`config.mk`:
```
export PLATFORM = sky130hd
export DESIGN_NAME = rv32i_lsu
export DESIGN_NICKNAME = d
export VERILOG_FILES = /design/src/rtl/rv32i_lsu.sv
export SDC_FILE = /design/constraint.sdc
export NUM_CORES = 1
export LEC_CHECK = 0
export ABC_AREA = 0
export CAP_MARGIN = 20
export CORE_MARGIN = 5
export CORE_UTILIZATION = 25
export DETAILED_ROUTE_END_ITERATION = 7
export SLEW_MARGIN = 25
export SYNTH_ARGS = -nofsm -noshare
export SYNTH_HDL_FRONTEND = slang
export SYNTH_SLANG_ARGS = --single-unit
```
`constraint.sdc`:
```
create_clock -name clk -period 4.2 [get_ports clk]
set_input_delay 0.42 -clock clk [delete_from_list [all_inputs] [get_ports clk]]
set_output_delay 0.42 -clock clk [all_outputs]
set_load 0.1 [all_outputs]
```
`src/rtl/rv32i_lsu.sv`:
```
// Load/store unit: one memory op at a time onto a word-addressed RAM bus with
// byte enables; returns lane-aligned, extended load data or an error pulse.
module rv32i_lsu #(
    parameter int TIMEOUT_CYCLES = 255
) (
    input  logic        clk,
    input  logic        reset,
    input  logic        req_valid,
    output logic        req_ready,
    input  logic        req_op,
    input  logic [31:0] req_addr,
    input  logic [31:0] req_wdata,
    input  logic [1:0]  req_ram_mask,
    input  logic [2:0]  req_reg_mask,
    output logic        resp_valid,
    output logic [31:0] resp_rdata,
    output logic        resp_err,
    output logic        mem_req,
    output logic        mem_we,
    output logic [31:0] mem_addr,
    output logic [3:0]  mem_be,
    output logic [31:0] mem_wdata,
    input  logic        mem_ack,
    input  logic [31:0] mem_rdata
);

    typedef enum logic [1:0] {S_IDLE, S_BUS, S_RESP} state_e;
    typedef enum logic [1:0] {SZ_B, SZ_H, SZ_W} size_e;

    localparam int CW = (TIMEOUT_CYCLES > 1) ? $clog2(TIMEOUT_CYCLES) : 1;
    localparam logic [CW-1:0] CNT_LAST = CW'(TIMEOUT_CYCLES - 1);

    state_e        state_q;
    logic [CW-1:0] cnt_q;
    logic          op_q;
    logic [1:0]    lane_q;
    logic [2:0]    rmask_q;
    logic          mem_req_q, mem_we_q, resp_valid_q, resp_err_q;
    logic [31:0]   mem_addr_q, mem_wdata_q, resp_rdata_q;
    logic [3:0]    mem_be_q;

    size_e       sz_d;
    logic        illegal_d, misalign_d;
    logic [3:0]  be_d;
    logic [31:0] wdata_d;

    // Request decode: access width, legality, byte lanes and replicated data
    always_comb begin
        sz_d      = SZ_W;
        illegal_d = 1'b0;
        if (req_op) begin
            case (req_ram_mask)
                2'd0:    sz_d = SZ_B;
                2'd1:    sz_d = SZ_H;
                2'd2:    sz_d = SZ_W;
                default: illegal_d = 1'b1;
            endcase
        end else begin
            case (req_reg_mask)
                3'd0, 3'd2: sz_d = SZ_B;
                3'd1, 3'd3: sz_d = SZ_H;
                3'd4:       sz_d = SZ_W;
                default:    illegal_d = 1'b1;
            endcase
        end
        misalign_d = ((sz_d == SZ_H) && req_addr[0]) ||
                     ((sz_d == SZ_W) && (req_addr[1:0] != 2'b00));
        case (sz_d)
            SZ_B:    begin be_d = 4'b0001 << req_addr[1:0]; wdata_d = {4{req_wdata[7:0]}};  end
            SZ_H:    begin be_d = 4'b0011 << req_addr[1:0]; wdata_d = {2{req_wdata[15:0]}}; end
            default: begin be_d = 4'b1111;                  wdata_d = req_wdata;            end
        endcase
    end

    function automatic logic [31:0] load_ext(input logic [31:0] word,
                                             input logic [1:0]  lane,
                                             input logic [2:0]  mask);
        logic [31:0] s;
        s = word >> {lane, 3'b000};
        case (mask)
            3'd0:    load_ext = {{24{s[7]}}, s[7:0]};
            3'd1:    load_ext = {{16{s[15]}}, s[15:0]};
            3'd2:    load_ext = {24'b0, s[7:0]};
            3'd3:    load_ext = {16'b0, s[15:0]};
            default: load_ext = s;
        endcase
    endfunction

    always_ff @(posedge clk or posedge reset) begin
        if (reset) begin
            state_q      <= S_IDLE;
            cnt_q        <= '0;
            op_q         <= 1'b0;
            lane_q       <= 2'b0;
            rmask_q      <= 3'b0;
            mem_req_q    <= 1'b0;
            mem_we_q     <= 1'b0;
            mem_addr_q   <= '0;
            mem_be_q     <= '0;
            mem_wdata_q  <= '0;
            resp_valid_q <= 1'b0;
            resp_err_q   <= 1'b0;
            resp_rdata_q <= '0;
        end else begin
            case (state_q)
                S_IDLE: begin
                    resp_valid_q <= 1'b0;
                    resp_err_q   <= 1'b0;
                    resp_rdata_q <= '0;
                    if (req_valid) begin
                        op_q    <= req_op;
                        lane_q  <= req_addr[1:0];
                        rmask_q <= req_reg_mask;
                        if (illegal_d || misalign_d) begin
                            // Rejected before touching the bus
                            state_q      <= S_RESP;
                            resp_valid_q <= 1'b1;
                            resp_err_q   <= 1'b1;
                        end else begin
                            state_q     <= S_BUS;
                            cnt_q       <= '0;
                            mem_req_q   <= 1'b1;
                            mem_we_q    <= req_op;
                            mem_addr_q  <= {req_addr[31:2], 2'b00};
                            mem_be_q    <= be_d;
                            mem_wdata_q <= wdata_d;
                        end
                    end
                end
                S_BUS: begin
                    if (mem_ack) begin
                        // Ack beats a simultaneous timeout expiry
                        state_q      <= S_RESP;
                        mem_req_q    <= 1'b0;
                        resp_valid_q <= 1'b1;
                        resp_err_q   <= 1'b0;
                        resp_rdata_q <= op_q ? 32'b0 : load_ext(mem_rdata, lane_q, rmask_q);
                    end else if ((TIMEOUT_CYCLES != 0) && (cnt_q == CNT_LAST)) begin
                        state_q      <= S_RESP;
                        mem_req_q    <= 1'b0;
                        resp_valid_q <= 1'b1;
                        resp_err_q   <= 1'b1;
                        resp_rdata_q <= '0;
                    end else begin
                        cnt_q <= cnt_q + CW'(1);
                    end
                end
                S_RESP: begin
                    state_q      <= S_IDLE;
                    resp_valid_q <= 1'b0;
                    resp_err_q   <= 1'b0;
                    resp_rdata_q <= '0;
                end
                default: state_q <= S_IDLE;
            endcase
        end
    end

    assign req_ready  = (state_q == S_IDLE);
    assign resp_valid = resp_valid_q;
    assign resp_err   = resp_err_q;
    assign resp_rdata = resp_rdata_q;
    assign mem_req    = mem_req_q;
    assign mem_we     = mem_we_q;
    assign mem_addr   = mem_addr_q;
    assign mem_be     = mem_be_q;
    assign mem_wdata  = mem_wdata_q;

endmodule

```
==> results.toml, run 1 <==
[critical_path]
cp-end-kind = "flip-flop"
worst-setup-path-type = "reg2reg"
worstPathRequired_ns = 4.56
crit_fanout = 18
start_kind = "flip-flop"
arrival_ns = 3.42

[logic_synthesis]
synth.avg_cell_area_um2 = 9.64
synth_seq_cells = 118
async_reset_ff_share_pct = 100
yosysWarningCount = 0
synth_area_leader_cell = "dfrtp_1"
synthTopCellsByArea = "dfrtp_1 (53%), nand2_1 (12%), mux2_2 (4.0%), a31oi_1 (3.0%), o21ai_0 (2.9%)"
synth_top_flop_cell = "dfrtp_1"
yosysSeqAreaShare_pct = 52.7
yosysMostFrequentCell = "nand2_1"
syn_area_um2 = 5600
yosysUniqueCellTypes = 50
synth_top_area_share_pct = 52.7
synth_edf_count = 0
yosys-top-cells-count = "nand2_1 (172), dfrtp_1 (118), o21ai_0 (32)"
netlist_instances = 581

[final_layout]
fin_util_pct = 39.0
diodes = 0
area_growth_pct = 53.0
drive_gt1_share_pct = 9.61
nNetsFinal = 890

[global_route]
antenna_found_initial = 0
grt_max_degree = 70
overflow = 0
grt_pass1_vias = 5325
grt_pass1_wl_um = 30600
track_usage_pct = 15.2

[route]
drc = 0
wl_per_cell_um = 18.0
avgViaCountPerCell = 4.77
via_count = 5114
drtPass1Iterations = 4
drt_iter0_drc = 228
wirelength_um = 19300
ant_nets = 0

[floorplan]
die_w_um = 160
dieArea_um2 = 25500
die_h_um = 160
core_area_um2 = 22000
start_util_pct = 25.5
row_count = 54
io_pins = 211

[placement]
portBuffers = 208
gp_congestion = 0.813
dpl.hpwl_um = 14000

[clock_network]
clock_sinks = 118
cts_hold_buf = 0
cts_buffer_depth = 2
h-tree-depth = 4
cts_tree = "done"
cts_resized = 0
worstSkewPairLatency_ns = 0.42
cts_setup_buffers = 0
cts_made_buffers = 17
clk_pin_slew_ns = 0.05
cts_root_buf = "clkbuf_16"

[timing]
min_period_over_period_pct = 72.9
tns_ns = 0
skew_ns = 0.0115
max_slew_margin_pct = 30.8
fmax_ghz = 0.327
hold_viol_final = 0
setup_viol = 0
slew_viol_final = 0
rsz0062_at_grt = "no"
tightest_slew_ns = 1.03
holdWs_ns = 0.471
period_needed_ns = 3.06

[power]
powerDensity_nw_per_um2 = 897
irDropWorstVdd_mv = 0.703
leakagePower_nw = 3.68

[status]
outcome = "finished, final reports clean"

[hold_path]
hold_path.class = "reg2reg"

[run]
maxCapViolCount = 0
==> kinds of logic after synthesis <==
logic type      Yosys count  synth area share (%)
compound gates          142                  18.4
fa+ha+maj                 6                  1.34
buf+inv                  50                  4.00
flops                   118                  52.7
mux                      31                  6.07
other cells               1                0.0669
simple gates            233                  17.4
==> registers in the layout (all words and copies together), names as in the netlist <==
register,cells
mem_wdata,32
resp_rdata,32
mem_addr,30
cnt_q,8
mem_be,4
rmask_q,3
lane_q,2
state_q,2
mem_req,1
mem_we,1
op_q,1
resp_err,1
resp_valid,1
==> per-layer routing <==
metal / track usage [%] / share of wire [%] / vias to the layer above
met5: 0 / 0 / -
met1: 19.3 / 44 / 2446
met3: 7.04 / 11 / 25
met2: 23.0 / 44 / 205
li1: - / - / 2438
met4: 5.33 / 1.9 / 0
==> critical path: stages (launching register included) <==
cell and delay, ns:
dfrtp_1 0.40, inv_1 0.11, ha_1 0.54, nand2_1 0.09
or4_1 0.42, buf_4 0.23, nor3b_4 0.40, nor2b_1 0.55
a221o_2 0.26
==> final cells by class <==
| class | count | area, µm² |
|---|---|---|
| inverter | 10 | 42.5 |
| tap | 280 | 350 |
| fill | 2187 | 13400 |
| clock inverter | 7 | 118 |
| multi-input combinational | 414 | 2450 |
| clock buffer | 25 | 495 |
| sequential | 118 | 2950 |
| timing repair buffer | 217 | 2160 |
==> where the power goes <==
group	total (mW)	switching [mW]	internal [mW]
combinational	4.38	3.34	1.04
sequential	1.78	0.267	1.51
clock	1.53	0.535	0.995
total	7.69	4.14	3.55
==> stage by stage <==
stage / instances / cell area (µm²) / setup WS, ns / total power [mW]
finish: 1071 / 8570 / 1.14 / 7.69
global route: 1071 / 8570 / 0.914 / 8.04
CTS: 1071 / 8570 / 1.14 / 7.76
detailed placement: 1039 / 7960 / 1.14 / 6.19
global placement: 1039 / 7960 / 1.20 / 6.16
floorplan: 582 / 5610 / 0.651 / 5.06
==> layout by cell type (no fill, tap or decap), types with 2 or more instances in the layout <==
cell type and count:
a221o_2 10, ha_1 6, dfrtp_1 118, clkinvlp_4 3, o21a_1 3, mux2i_1 10, buf_4 8, nor2_1 29
nand3_1 4, inv_1 9, clkdlybuf4s50_1 208, nor3_1 3, conb_1 2, clkbuf_1 4, o211ai_1 6, or4_1 2
a21oi_1 13, o21ai_0 32, a22oi_1 9, bufinv_16 3, nor2b_1 6, a211o_1 5, and3_1 6, mux2_2 20
a2111oi_0 5, a221o_1 6, nand2_1 172, clkbuf_16 17, clkbuf_8 4, o2bb2ai_1 17, a31oi_1 27
==> worst paths after layout <==
path,start,to,slack [ns],depth (start not counted)
max in group asynchronous,reset,mem_wdata[10],2.96,3
max reg2reg,state_q[1],resp_rdata[31],1.14,8
min reg2reg,mem_addr[11],mem_addr[11],0.47,2
min,mem_addr[11],mem_addr[11],0.47,2
min in group asynchronous,reset,resp_rdata[5],0.50,2
max,state_q[1],resp_rdata[31],1.14,8
(Power assumes the default switching activity.)
==> inputs of run 2 (changes only) <==
==> constraint.sdc (replaced) <==
create_clock -name clk -period 2.9 [get_ports clk]
set_input_delay 0.29 -clock clk [delete_from_list [all_inputs] [get_ports clk]]
set_output_delay 0.29 -clock clk [all_outputs]
set_load 0.1 [all_outputs]
==> run 2 against run 1 <==
  * Core utilization is 0.81 points lower
  * Clock skew hardly changed
  * Critical path type unchanged
  * Highest routed layer unchanged
  * Flip-flop and latch count stayed put
  * Fmax is 25% higher
  * Register-to-register slack worse by 0.68 ns
  * Die area stayed put
==> results.toml, run 2 (synthesized netlist as in run 1, its figures left out) <==
[status]
outcome = "finished, final reports clean"

[final_layout]
area_growth_pct = 49.8
drive_gt1_share_pct = 23.8
layout.area.seq_um2 = 2950
stdcell_count = 1081
multi_input_area_um2 = 2450
final_common_cell = "nand2_1"
fin_util_pct = 38.2
most-common-layout-cells = "nand2_1 (172), buf_4 (119), dfrtp_1 (118), clkdlybuf4s50_1 (105), o21ai_0 (32)"
fin_area_um2 = 8390
nNetsFinal = 900
fillers = 2214
diodes = 0

[placement]
gp_congestion = 0.820
dpl.hpwl_um = 14100
dpl.cell_count = 1049
portBuffers = 208
placed_area_um2 = 7800

[clock_network]
cts_tree = "done"
cts_resized = 0
worstSkewPairLatency_ns = 0.41
clk_pin_slew_ns = 0.06
clock_sinks = 118
cts_setup_buffers = 0
cts_root_buf = "clkbuf_16"
cts_made_buffers = 17
cts_hold_buf = 0
cts_buffer_depth = 2
h-tree-depth = 4

[route]
drt_iter0_drc = 256
drtPass1Iterations = 4
via_count = 5083
ant_nets = 0
drc = 0
avgViaCountPerCell = 4.70
wirelength_um = 18900
wl_per_cell_um = 17.5

[timing]
period_needed_ns = 2.44
rsz0062_at_grt = "no"
skew_ns = 0.0119
setup_viol = 0
min_period_over_period_pct = 84.2
fmax_ghz = 0.410
tns_ns = 0
tightest_slew_ns = 0.574
hold_viol_final = 0
max_slew_margin_pct = 61.8
slew_viol_final = 0

[global_route]
grt_max_degree = 76
overflow = 0
track_usage_pct = 14.8
grt_pass1_wl_um = 29800
antenna_found_initial = 0
grt_pass1_vias = 5237

[hold_path]
hold_path.class = "in2async"

[floorplan]
core_area_um2 = 22000
row_count = 54
die_w_um = 160
die_h_um = 160
dieArea_um2 = 25500
start_util_pct = 25.5
io_pins = 211

[critical_path]
cp-startpoint = "state_q[1]"
reg2reg_from = "state_q[1]"
arrival_ns = 2.79
cp-end-kind = "flip-flop"
crit_fanout = 11
start_kind = "flip-flop"
worstPathRequired_ns = 3.24
worst-setup-path-type = "reg2reg"

[run]
maxCapViolCount = 0

[power]
leakagePower_nw = 3.88
power_mw = 10.9
powerDensity_nw_per_um2 = 1300
irDropWorstVdd_mv = 0.754
-- run 2: worst paths after layout --
check | end | cells after the start | slack, ns
min in group clk | mem_addr[21] | 3 | 0.40
worst max register to register | cnt_q[6] | 6 | 0.46
worst max-delay path | cnt_q[6] | 6 | 0.46
worst min register to register | mem_addr[8] | 2 | 0.47
worst min-delay path | mem_addr[5] | 3 | 0.33
max in group asynchronous | resp_rdata[31] | 3 | 2.07
-- run 2: final cells by class --
class / instances / area share, %
Tap cell: 280 / 4.17
Clock buffer: 22 / 5.53
Timing Repair Buffer: 227 / 23.9
Inverter: 10 / 0.492
Clock inverter: 10 / 1.52
Multi-Input combinational cell: 414 / 29.2
Sequential cell: 118 / 35.2
-- run 2: routing by layer --
metal  up-vias  GRT usage [%]  routed length (µm)
met2       196           23.5                8710
met4         0           3.67                 212
met1      2416           18.0                8020
li1       2457              -                   -
met3        14           7.19                1960
met5         -              0                   0
-- run 2: critical path: stages, from the launching register on --
cell and delay, ns:
dfrtp_1 0.40, inv_1 0.12, ha_2 0.35, nand2_1 0.31, or3_2 0.61, a2111oi_0 0.44
a211o_1 0.15
-- run 2: where the power goes --
part           leakage, nW  internal (mW)  switching, mW
combinational         2.10           1.38           4.85
clock                0.293           1.39          0.741
sequential            1.49           2.19          0.360
-- run 2: through the flow --
step	hold slack, ns	worst slack (ns)
4_1_cts	0.366	0.446
5_1_grt	0.358	0.265
3_5_place_dp	0.464	0.240
6_report	0.331	0.459
3_3_place_gp	0.460	0.359
2_1_floorplan	0.395	0.273
